## config.mk

```make
export PLATFORM = sky130hd
export DESIGN_NAME = fpa_bist_sequencer
export DESIGN_NICKNAME = d
export VERILOG_FILES = /design/src/rtl/fpa_pkg.sv /design/src/rtl/fpa_exp_delay.sv /design/src/rtl/fpa_bist_sequencer.sv
export SDC_FILE = /design/constraint.sdc
export NUM_CORES = 1
export LEC_CHECK = 0
export CAP_MARGIN = 20
export CORE_MARGIN = 2
export CORE_UTILIZATION = 46
export CTS_BUF_LIST = sky130_fd_sc_hd__clkbuf_16
export DETAILED_ROUTE_END_ITERATION = 12
export GPL_TIMING_DRIVEN = 0
export PLACE_DENSITY = 0.8
export SLEW_MARGIN = 20
export SYNTH_ARGS = -nofsm -noshare
export SYNTH_HDL_FRONTEND = slang
export SYNTH_HIERARCHICAL = 1
export SYNTH_SLANG_ARGS = --single-unit
export TNS_END_PERCENT = 30
```

## constraint.sdc

```tcl
create_clock -name clk -period 9.6 [get_ports clk]
set_input_delay 1.92 -clock clk [delete_from_list [all_inputs] [get_ports clk]]
set_output_delay 1.92 -clock clk [all_outputs]
set_load 0.01 [all_outputs]
```

## src/rtl/fpa_pkg.sv

```systemverilog
// Shared types and constants for the double-precision adder self-test sequencer.
package fpa_pkg;

   localparam int DP_WIDTH = 64;

   typedef enum logic [1:0] {IDLE, RUN, DRAIN, DONE} state_t;

   // Field MSBs within a {a, b, expected} vector word at DP_WIDTH.
   localparam int A_MSB   = 3*DP_WIDTH - 1;
   localparam int B_MSB   = 2*DP_WIDTH - 1;
   localparam int EXP_MSB = DP_WIDTH - 1;

   localparam logic [DP_WIDTH-1:0] DP_1   = 64'h3FF0000000000000;
   localparam logic [DP_WIDTH-1:0] DP_2   = 64'h4000000000000000;
   localparam logic [DP_WIDTH-1:0] DP_20  = 64'h4034000000000000;
   localparam logic [DP_WIDTH-1:0] DP_50  = 64'h4049000000000000;
   localparam logic [DP_WIDTH-1:0] DP_70  = 64'h4051800000000000;
   localparam logic [DP_WIDTH-1:0] DP_90  = 64'h4056800000000000;
   localparam logic [DP_WIDTH-1:0] DP_180 = 64'h4066800000000000;

endpackage

```

## src/rtl/fpa_exp_delay.sv

```systemverilog
// LATENCY-deep shift register carrying {valid, idx, expected} alongside the adder pipeline.
module fpa_exp_delay #(
   parameter int LATENCY = 3,
   parameter int AW      = 3,
   parameter int WIDTH   = 64
) (
   input  logic             clk,
   input  logic             rst,
   input  logic             push_valid,
   input  logic [AW-1:0]    push_idx,
   input  logic [WIDTH-1:0] push_exp,
   output logic             tap_valid,
   output logic [AW-1:0]    tap_idx,
   output logic [WIDTH-1:0] tap_exp,
   output logic             pending
);

   logic [LATENCY-1:0]            vld;
   logic [LATENCY-1:0][AW-1:0]    idx_q;
   logic [LATENCY-1:0][WIDTH-1:0] exp_q;

   always_ff @(posedge clk or posedge rst) begin
      if (rst) begin
         vld   <= '0;
         idx_q <= '0;
         exp_q <= '0;
      end else begin
         vld[0]   <= push_valid;
         idx_q[0] <= push_idx;
         exp_q[0] <= push_exp;
         for (int s = 1; s < LATENCY; s++) begin
            vld[s]   <= vld[s-1];
            idx_q[s] <= idx_q[s-1];
            exp_q[s] <= exp_q[s-1];
         end
      end
   end

   assign tap_valid = vld[LATENCY-1];
   assign tap_idx   = idx_q[LATENCY-1];
   assign tap_exp   = exp_q[LATENCY-1];
   assign pending   = |vld;

endmodule

```

## src/rtl/fpa_bist_sequencer.sv

```systemverilog
// Streams {a, b, expected} vectors into a pipelined adder and checks results bit-exactly.
// Optional FPA_BIST_CAPTURE_EN adds fail_result/fail_expected capture of the first mismatch.
module fpa_bist_sequencer
   import fpa_pkg::*;
#(
   parameter int WIDTH       = DP_WIDTH,
   parameter int LATENCY     = 3,
   parameter int NUM_VECTORS = 8,
   parameter int AW          = (NUM_VECTORS > 1) ? $clog2(NUM_VECTORS) : 1,
   parameter int CW          = $clog2(NUM_VECTORS + 1)
) (
   input  logic               clk,
   input  logic               rst,
   input  logic               start,
   output logic [AW-1:0]      vec_addr,
   input  logic [3*WIDTH-1:0] vec_data,
   output logic [WIDTH-1:0]   op_a,
   output logic [WIDTH-1:0]   op_b,
   output logic               op_valid,
   input  logic [WIDTH-1:0]   fpa_result,
   input  logic               fpa_ready,
   output logic               busy,
   output logic               done,
   output logic               pass,
   output logic [CW-1:0]      err_count,
   output logic [AW-1:0]      first_err_idx
`ifdef FPA_BIST_CAPTURE_EN
   ,
   output logic [WIDTH-1:0]   fail_result,
   output logic [WIDTH-1:0]   fail_expected
`endif
);

   localparam int            A_HI = 3*WIDTH - 1;
   localparam int            B_HI = 2*WIDTH - 1;
   localparam int            E_HI = WIDTH - 1;
   localparam logic [AW-1:0] LAST = AW'(NUM_VECTORS - 1);

   state_t           state, state_nxt;
   logic [AW-1:0]    idx;
   logic             clear, issue;
   logic             tap_valid, pending, mismatch;
   logic [AW-1:0]    tap_idx;
   logic [WIDTH-1:0] tap_exp;

   always_ff @(posedge clk or posedge rst) begin
      if (rst) state <= IDLE;
      else     state <= state_nxt;
   end

   always_comb begin
      state_nxt = state;
      clear     = 1'b0;
      issue     = 1'b0;
      case (state)
         IDLE, DONE: if (start) begin
            state_nxt = RUN;
            clear     = 1'b1;
         end
         RUN: begin
            issue = 1'b1;
            if (idx == LAST) state_nxt = DRAIN;
         end
         DRAIN: if (!pending) state_nxt = DONE;
         default: state_nxt = IDLE;
      endcase
   end

   // idx returns to 0 after the last issue so vec_addr never leaves the vector range.
   always_ff @(posedge clk or posedge rst) begin
      if (rst) begin
         idx      <= '0;
         op_a     <= '0;
         op_b     <= '0;
         op_valid <= 1'b0;
      end else begin
         op_valid <= issue;
         if (clear) begin
            idx <= '0;
         end else if (issue) begin
            idx  <= (idx == LAST) ? '0 : idx + AW'(1);
            op_a <= vec_data[A_HI -: WIDTH];
            op_b <= vec_data[B_HI -: WIDTH];
         end
      end
   end

   fpa_exp_delay #(
      .LATENCY (LATENCY),
      .AW      (AW),
      .WIDTH   (WIDTH)
   ) u_delay (
      .clk        (clk),
      .rst        (rst),
      .push_valid (issue),
      .push_idx   (idx),
      .push_exp   (vec_data[E_HI -: WIDTH]),
      .tap_valid  (tap_valid),
      .tap_idx    (tap_idx),
      .tap_exp    (tap_exp),
      .pending    (pending)
   );

   // A missing ready is as much a failure as a wrong sum.
   assign mismatch = tap_valid && (!fpa_ready || (fpa_result != tap_exp));

   always_ff @(posedge clk or posedge rst) begin
      if (rst) begin
         err_count     <= '0;
         first_err_idx <= '0;
      end else if (clear) begin
         err_count     <= '0;
         first_err_idx <= '0;
      end else if (mismatch) begin
         err_count <= err_count + CW'(1);
         if (err_count == '0) first_err_idx <= tap_idx;
      end
   end

`ifdef FPA_BIST_CAPTURE_EN
   always_ff @(posedge clk or posedge rst) begin
      if (rst) begin
         fail_result   <= '0;
         fail_expected <= '0;
      end else if (clear) begin
         fail_result   <= '0;
         fail_expected <= '0;
      end else if (mismatch && (err_count == '0)) begin
         fail_result   <= fpa_result;
         fail_expected <= tap_exp;
      end
   end
`endif

   assign vec_addr = idx;
   assign busy     = (state == RUN) || (state == DRAIN);
   assign done     = (state == DONE);
   assign pass     = done && (err_count == '0);

endmodule

```

# == Word-level counts from Yosys, hierarchy flattened ==
# Index checks and enable logic that the tools add are counted.
# word_totals
register_bits,345
output_inout_bits,142
word_cells,55
inputBits,260
# op_classes
n_eq_ne,8
reduce_logical,15
addsub,2
bitwise_logic,1
mux,15
# ops
op,n
$ne 64x64->1,1
$mux 3,6
$mux 4,2
$mux 2,3
$ne 2x2->1 const B,3
$pmux 2 s3,1
$reduce_bool 2->1,3
$add 4x1->4 const B,1
$eq 2x2->1 const B,2
$logic_not 4->1,1
$reduce_and 2->1,2
$add 3x1->3 const B,1
$eq 3x3->1 const B,1
$mux 1,3
$reduce_and 3->1,1
$reduce_or 3->1,1
$eq 2x1->1 const B,1
$logic_and 1x1->1,2
$logic_not 2->1,1
$logic_or 1x1->1,2
$reduce_or 2->1,1
$logic_not 1->1,1
$not 1->1,1

# == Depth between registers and ports, before layout ==
# depth
ltp_word,5
ltp_mapped,7
mapped_depth_nobuf,6

# == Hierarchy ==
# Netlist, hierarchy kept.
# modules_own_cells
module,n_inst,area_each_um2,cells_per_inst,seq_area_each_um2
fpa_bist_sequencer,1,6446.2,488,3528.4
fpa_exp_delay,1,5617.9,273,5104.9

# == Worst setup path before layout ==
# No wires, ideal clock.
# synth_timing
path_kind,input -> register
startpoint,input port fpa_result[58]
endpoint,register first_err_idx[0]
setup_slack_ns,6.186
arrival_ns,3.334
n_path_buf,0
setup_ns,0.079
cell_stages,6
t_required_ns,9.521
path_cell_list,xnor2_1 > nand4_1 > or4_4 > nor4_4 > a211o_4 > mux2i_1
# synth_between
elab_chain_cells,5
# synth_lines
item,line_no,source
start: declaration,fpa_bist_sequencer.sv:20,"input logic [WIDTH-1:0] fpa_result,"
$ne 64x64->1,fpa_bist_sequencer.sv:105,assign mismatch = tap_valid && (!fpa_ready || (fpa_result != tap_exp));
$logic_or 1x1->1,fpa_bist_sequencer.sv:105,
$logic_and 1x1->1,fpa_bist_sequencer.sv:105,
$reduce_bool 2->1 (no source line),n/a,
$reduce_and 2->1 (no source line),n/a,
end signal: assignment,fpa_bist_sequencer.sv:116,if (err_count == '0) first_err_idx <= tap_idx;
end: declaration,fpa_bist_sequencer.sv:26,output logic [AW-1:0] first_err_idx
# No other way between the ends.
# A chain may end at the register's enable or synchronous reset.

# == Worst setup path in the final report ==
# layout_timing
startpoint,register state[0]
endpoint,output port busy
# layout_between
elab_chain_cells,2
word_cells_on_any_way,3
classes_between,2 x eq/ne; 1 x reduce/logical
# layout_lines
item,line_no,source
start: declaration,fpa_bist_sequencer.sv:39,"state_t state, state_nxt;"
start signal: assignment,fpa_bist_sequencer.sv:48,else state <= state_nxt;
$eq 2x1->1 / $eq 2x2->1 (equally long branches),fpa_bist_sequencer.sv:136,assign busy = (state == RUN) || (state == DRAIN);
$logic_or 1x1->1 *,fpa_bist_sequencer.sv:136,
end: declaration,fpa_bist_sequencer.sv:22,"output logic busy,"
# Every way passes the cells marked *; elsewhere a longest branch is shown, timed or not.

==> metrics.md <==
| Metric | Value |
|---|---|
| Placed instance area | 0.01657 sq mm |
| Number of global-route vias before repair | 8112 |
| Synthesis-to-finish area growth | 46.93% |
| Arr. time, crit path | 2.04 ns |
| Area leader, netlist | dfrtp_1 |
| Hold_buf cts | 0 |
| Final hold vios | 0 |
| Register area share after synthesis | 71.56% |
| Final period utilization | 41.27% |
| Worst Reg2Reg Path Length in Cells | 6 |
| IR drop worst, VDD | 0.0002523 V |
| Register area | 0.008633 sq mm |
| PwrDens | 286.3 mW/mm^2 |
| R2r setup slk | 7.02 ns |
| Synth async-reset ratio | 100.0% |
| Iter 0 DRT Violations | 389 |
| Finished Cell Area | 0.01773 sq mm |
| Fin. max-slew vios | 0 |
| Via count | 7400 |
| Critical Path Max Stage Delay | 0.56 ns |
| Initial antenna violation count | 5 |
| CTS tree | built |
| Routed WL | 30.95 mm |
| RePlAce Congestion | 0.8475 |
| Crit-path max FO | 6 |
| Die H | 165.9 um |
| Die Wd | 165.9 um |
| Slew Limit Headroom | 53.30% |
| Num CTS Buffers | 36 |
| Post-route ant nets | 0 |
| CTS clk-pin slew, worst paths | 0.06 ns |
| Wire length of the first global-routing pass | 47.75 mm |
| Final setup vio count | 0 |
| Worst slew pin tran | 0.7005 ns |
| NetSw | 0.001431 W |
| Min Hold Slack | 0.3444 ns |
| Top-count cell post-synth | dfrtp_1 |
| Synth Flop Type | dfrtp_1 |
| Via density | 4.728 |
| Syn. warnings | 6 |
| Clk_skew | 0.01286 ns |
| Clock Tree Root | clkbuf_16 |
| Critical Path, Cell by Cell | inv_1 > ha_1 > inv_1 > clkdlybuf4s50_1 |
| Post-synth top cells | 345 x dfrtp_1, 128 x mux2_2, 67 x buf_4 |
| Die area | 0.02754 sq mm |
| WL/cell | 19.77 um |
| Internal power | 0.003644 W |
| Clock power frac | 26.7% |
| Fillers | 1732 |
| Initial core utilization | 46.56% |
| Fmax | 0.2524 GHz |
| Syn Std Cell Area | 0.01206 sq mm |
| Total gr overflow | 0 |
| Worst-case clock buffer depth | 3 |
| Number of gates resized after cts | 0 |
| RSZ-0062 raised after global routing | false |
| Area of the multi-input gates | 0.002811 sq mm |
| Crit path time final | 3.962 ns |
| Worst skew pair latency | 0.50 ns |
| HPWL Detailed | 23.37 mm |
| Syn Inst Count | 761 |
| Post-Syn Nets | 1029 |
| Origin of the worst setup path | state[0]$_DFFE_PP0P_ |
| Part of the power in registers | 39.4% |
| Number of buffers inserted by port buffering | 401 |
| Worst EP required | 7.68 ns |
| NumNets Final | 1470 |
| Total GRT Usage | 22.91% |
| Max-cap violations | 0 |
| Status | finished, final reports clean |
| Netlist cell types | 36 |
| R2r endpoint | op_b[60]$_DFFE_PP0P_ |
| I/O Pins | 402 |
| Crit Path Category | reg -> out |
| Initial DRT Pass Iterations | 4 |
| Max H-tree Level | 2 |
| Top-area cell type share of the netlist area | 71.56% |
| Core footprint | 0.02591 sq mm |
| Sink Count | 345 |
| Crit path to | busy |
| Largest net degree at the start of global routing | 108 |
| Sw Ratio | 28.19% |
| Worst min-delay path category | reg -> reg |
| RR Startpoint | state[1]$_DFFE_PP0P_ |
| Placement Rows | 59 |
| DRC | 0 |
| Total power | 0.005075 W |
| Combinational group share of total power | 33.9% |
| Syn_area_per_cell | 15.85 sq um |
| Ranking of synthesized cells by area | dfrtp_1 72%, mux2_2 12%, buf_4 4.2% |
| Worst Setup Start Kind | flip-flop |
| Worst setup EP type | output port |
| Critical path's slowest cell | clkdlybuf4s50_1 |
| Post-synth EDFFs | 0 |
| Critical path's most frequent cell | inv_1 |
| Layout cells sized above 1 | 20.70% |
| Postcts setup bufs | 0 |
| Leakage | 7.601 nW |
| Yosys reg bits | 345 |
==> layer usage <==
metal  up-vias  global-route usage, %  wire, um
met5         -                      0        23
met4         4                  9.149      1185
met3        73                  6.482      2113
li1       3403                      -         -
met2       259                  38.72     15450
met1      3661                  27.95     12180
==> power by group through the flow <==
stage	Combinational, W	Clock [W]	Sequential [W]
2_1_floorplan	0.000660	0	0.00214
3_3_place_gp	0.00168	0	0.00200
3_5_place_dp	0.00172	0	0.00202
4_1_cts	0.00173	0.00139	0.00200
5_1_grt	0.00182	0.00145	0.00204
6_report	0.00172	0.00136	0.00200
==> cell families after synthesis <==
group / after synthesis / share of synthesized area [%]
buf+inv: 98 / 5.134
compound gates: 20 / 1.162
mux: 134 / 12.45
flops: 345 / 71.56
xor+xnor: 56 / 4.066
simple gates: 100 / 4.802
fa+ha+maj: 8 / 0.8297
==> area by class of cell <==
| cell class | count | area share, % |
|---|---|---|
| Clock inverter | 26 | 1.271 |
| Sequential cell | 345 | 48.70 |
| Inverter | 15 | 0.4023 |
| Antenna cell | 3 | 0.04235 |
| Multi-Input combinational cell | 318 | 15.86 |
| Clock buffer | 37 | 5.223 |
| Buffer | 83 | 3.176 |
| Tap cell | 335 | 2.365 |
| Timing Repair Buffer | 403 | 22.95 |
==> per-stage QoR <==
step           util, %  setup TNS, ns  instances  setup WS (ns)
3_5_place_dp     63.94              0       1499          5.255
4_1_cts          68.38              0       1562          5.609
2_1_floorplan        -              0        761          2.113
5_1_grt          68.40              0       1564          5.511
3_3_place_gp     63.67         -21.12       1497        -0.1179
6_report         68.41              0       1565          5.638
==> worst min path at each step <==
| stage | start | endpoint | slack [ns] | cells after the start |
|---|---|---|---|---|
| after floorplan | u_delay/exp_q[36]$_DFF_PP0_ | u_delay/exp_q[100]$_DFF_PP0_ | 0.33 | 0 |
| after global placement | u_delay/exp_q[63]$_DFF_PP0_ | u_delay/exp_q[127]$_DFF_PP0_ | 0.33 | 0 |
| after detailed placement | u_delay/exp_q[6]$_DFF_PP0_ | u_delay/exp_q[70]$_DFF_PP0_ | 0.33 | 0 |
| after CTS | u_delay/exp_q[100]$_DFF_PP0_ | u_delay/tap_exp[36]$_DFF_PP0_ | 0.35 | 0 |
| after global routing | u_delay/exp_q[1]$_DFF_PP0_ | u_delay/exp_q[65]$_DFF_PP0_ | 0.35 | 0 |
| final | u_delay/exp_q[127]$_DFF_PP0_ | u_delay/tap_exp[63]$_DFF_PP0_ | 0.34 | 0 |
==> critical path, delay by kind of cell, from the launching register on <==
kind                     cells  cell delay, ns
adder cells (fa/ha/maj)      1            0.38
buffers and inverters        3            0.73
flip-flops                   1            0.43
==> cell usage in the layout (no fill, tap or decap), types with 4 or more instances in the layout <==
master           Yosys  routed
clkdlybuf4s50_1      0     401
inv_1               15      20
xnor2_1             48      48
mux2_2             128     128
nand2_1             20      20
nand2b_1            16      16
and3_1               4       4
nand3_1              9       9
nor4_1               5       5
clkbuf_1            13      13
dfrtp_1            345     345
clkbuf_16            0      37
ha_1                 8       8
bufinv_16            0       4
mux2i_1              6       6
nor2_1               9       9
clkinv_1             0       6
buf_4               67      67
xor2_1               8       8
nand4_1             22      22
clkinv_2             0       6
o21ai_0              5       5
a21oi_1              4       4
==> state kept, by name, indices dropped and copies added (netlist names), 2 cells and up <==
name,count
u_delay/exp_q,128
op_b,64
err_count,4
first_err_idx,3
state,2
u_delay/idx_q,6
u_delay/tap_exp,64
u_delay/tap_idx,3
op_a,64
vec_addr,3
u_delay/vld,3
Note: power is estimated with default switching activity, not from simulation.
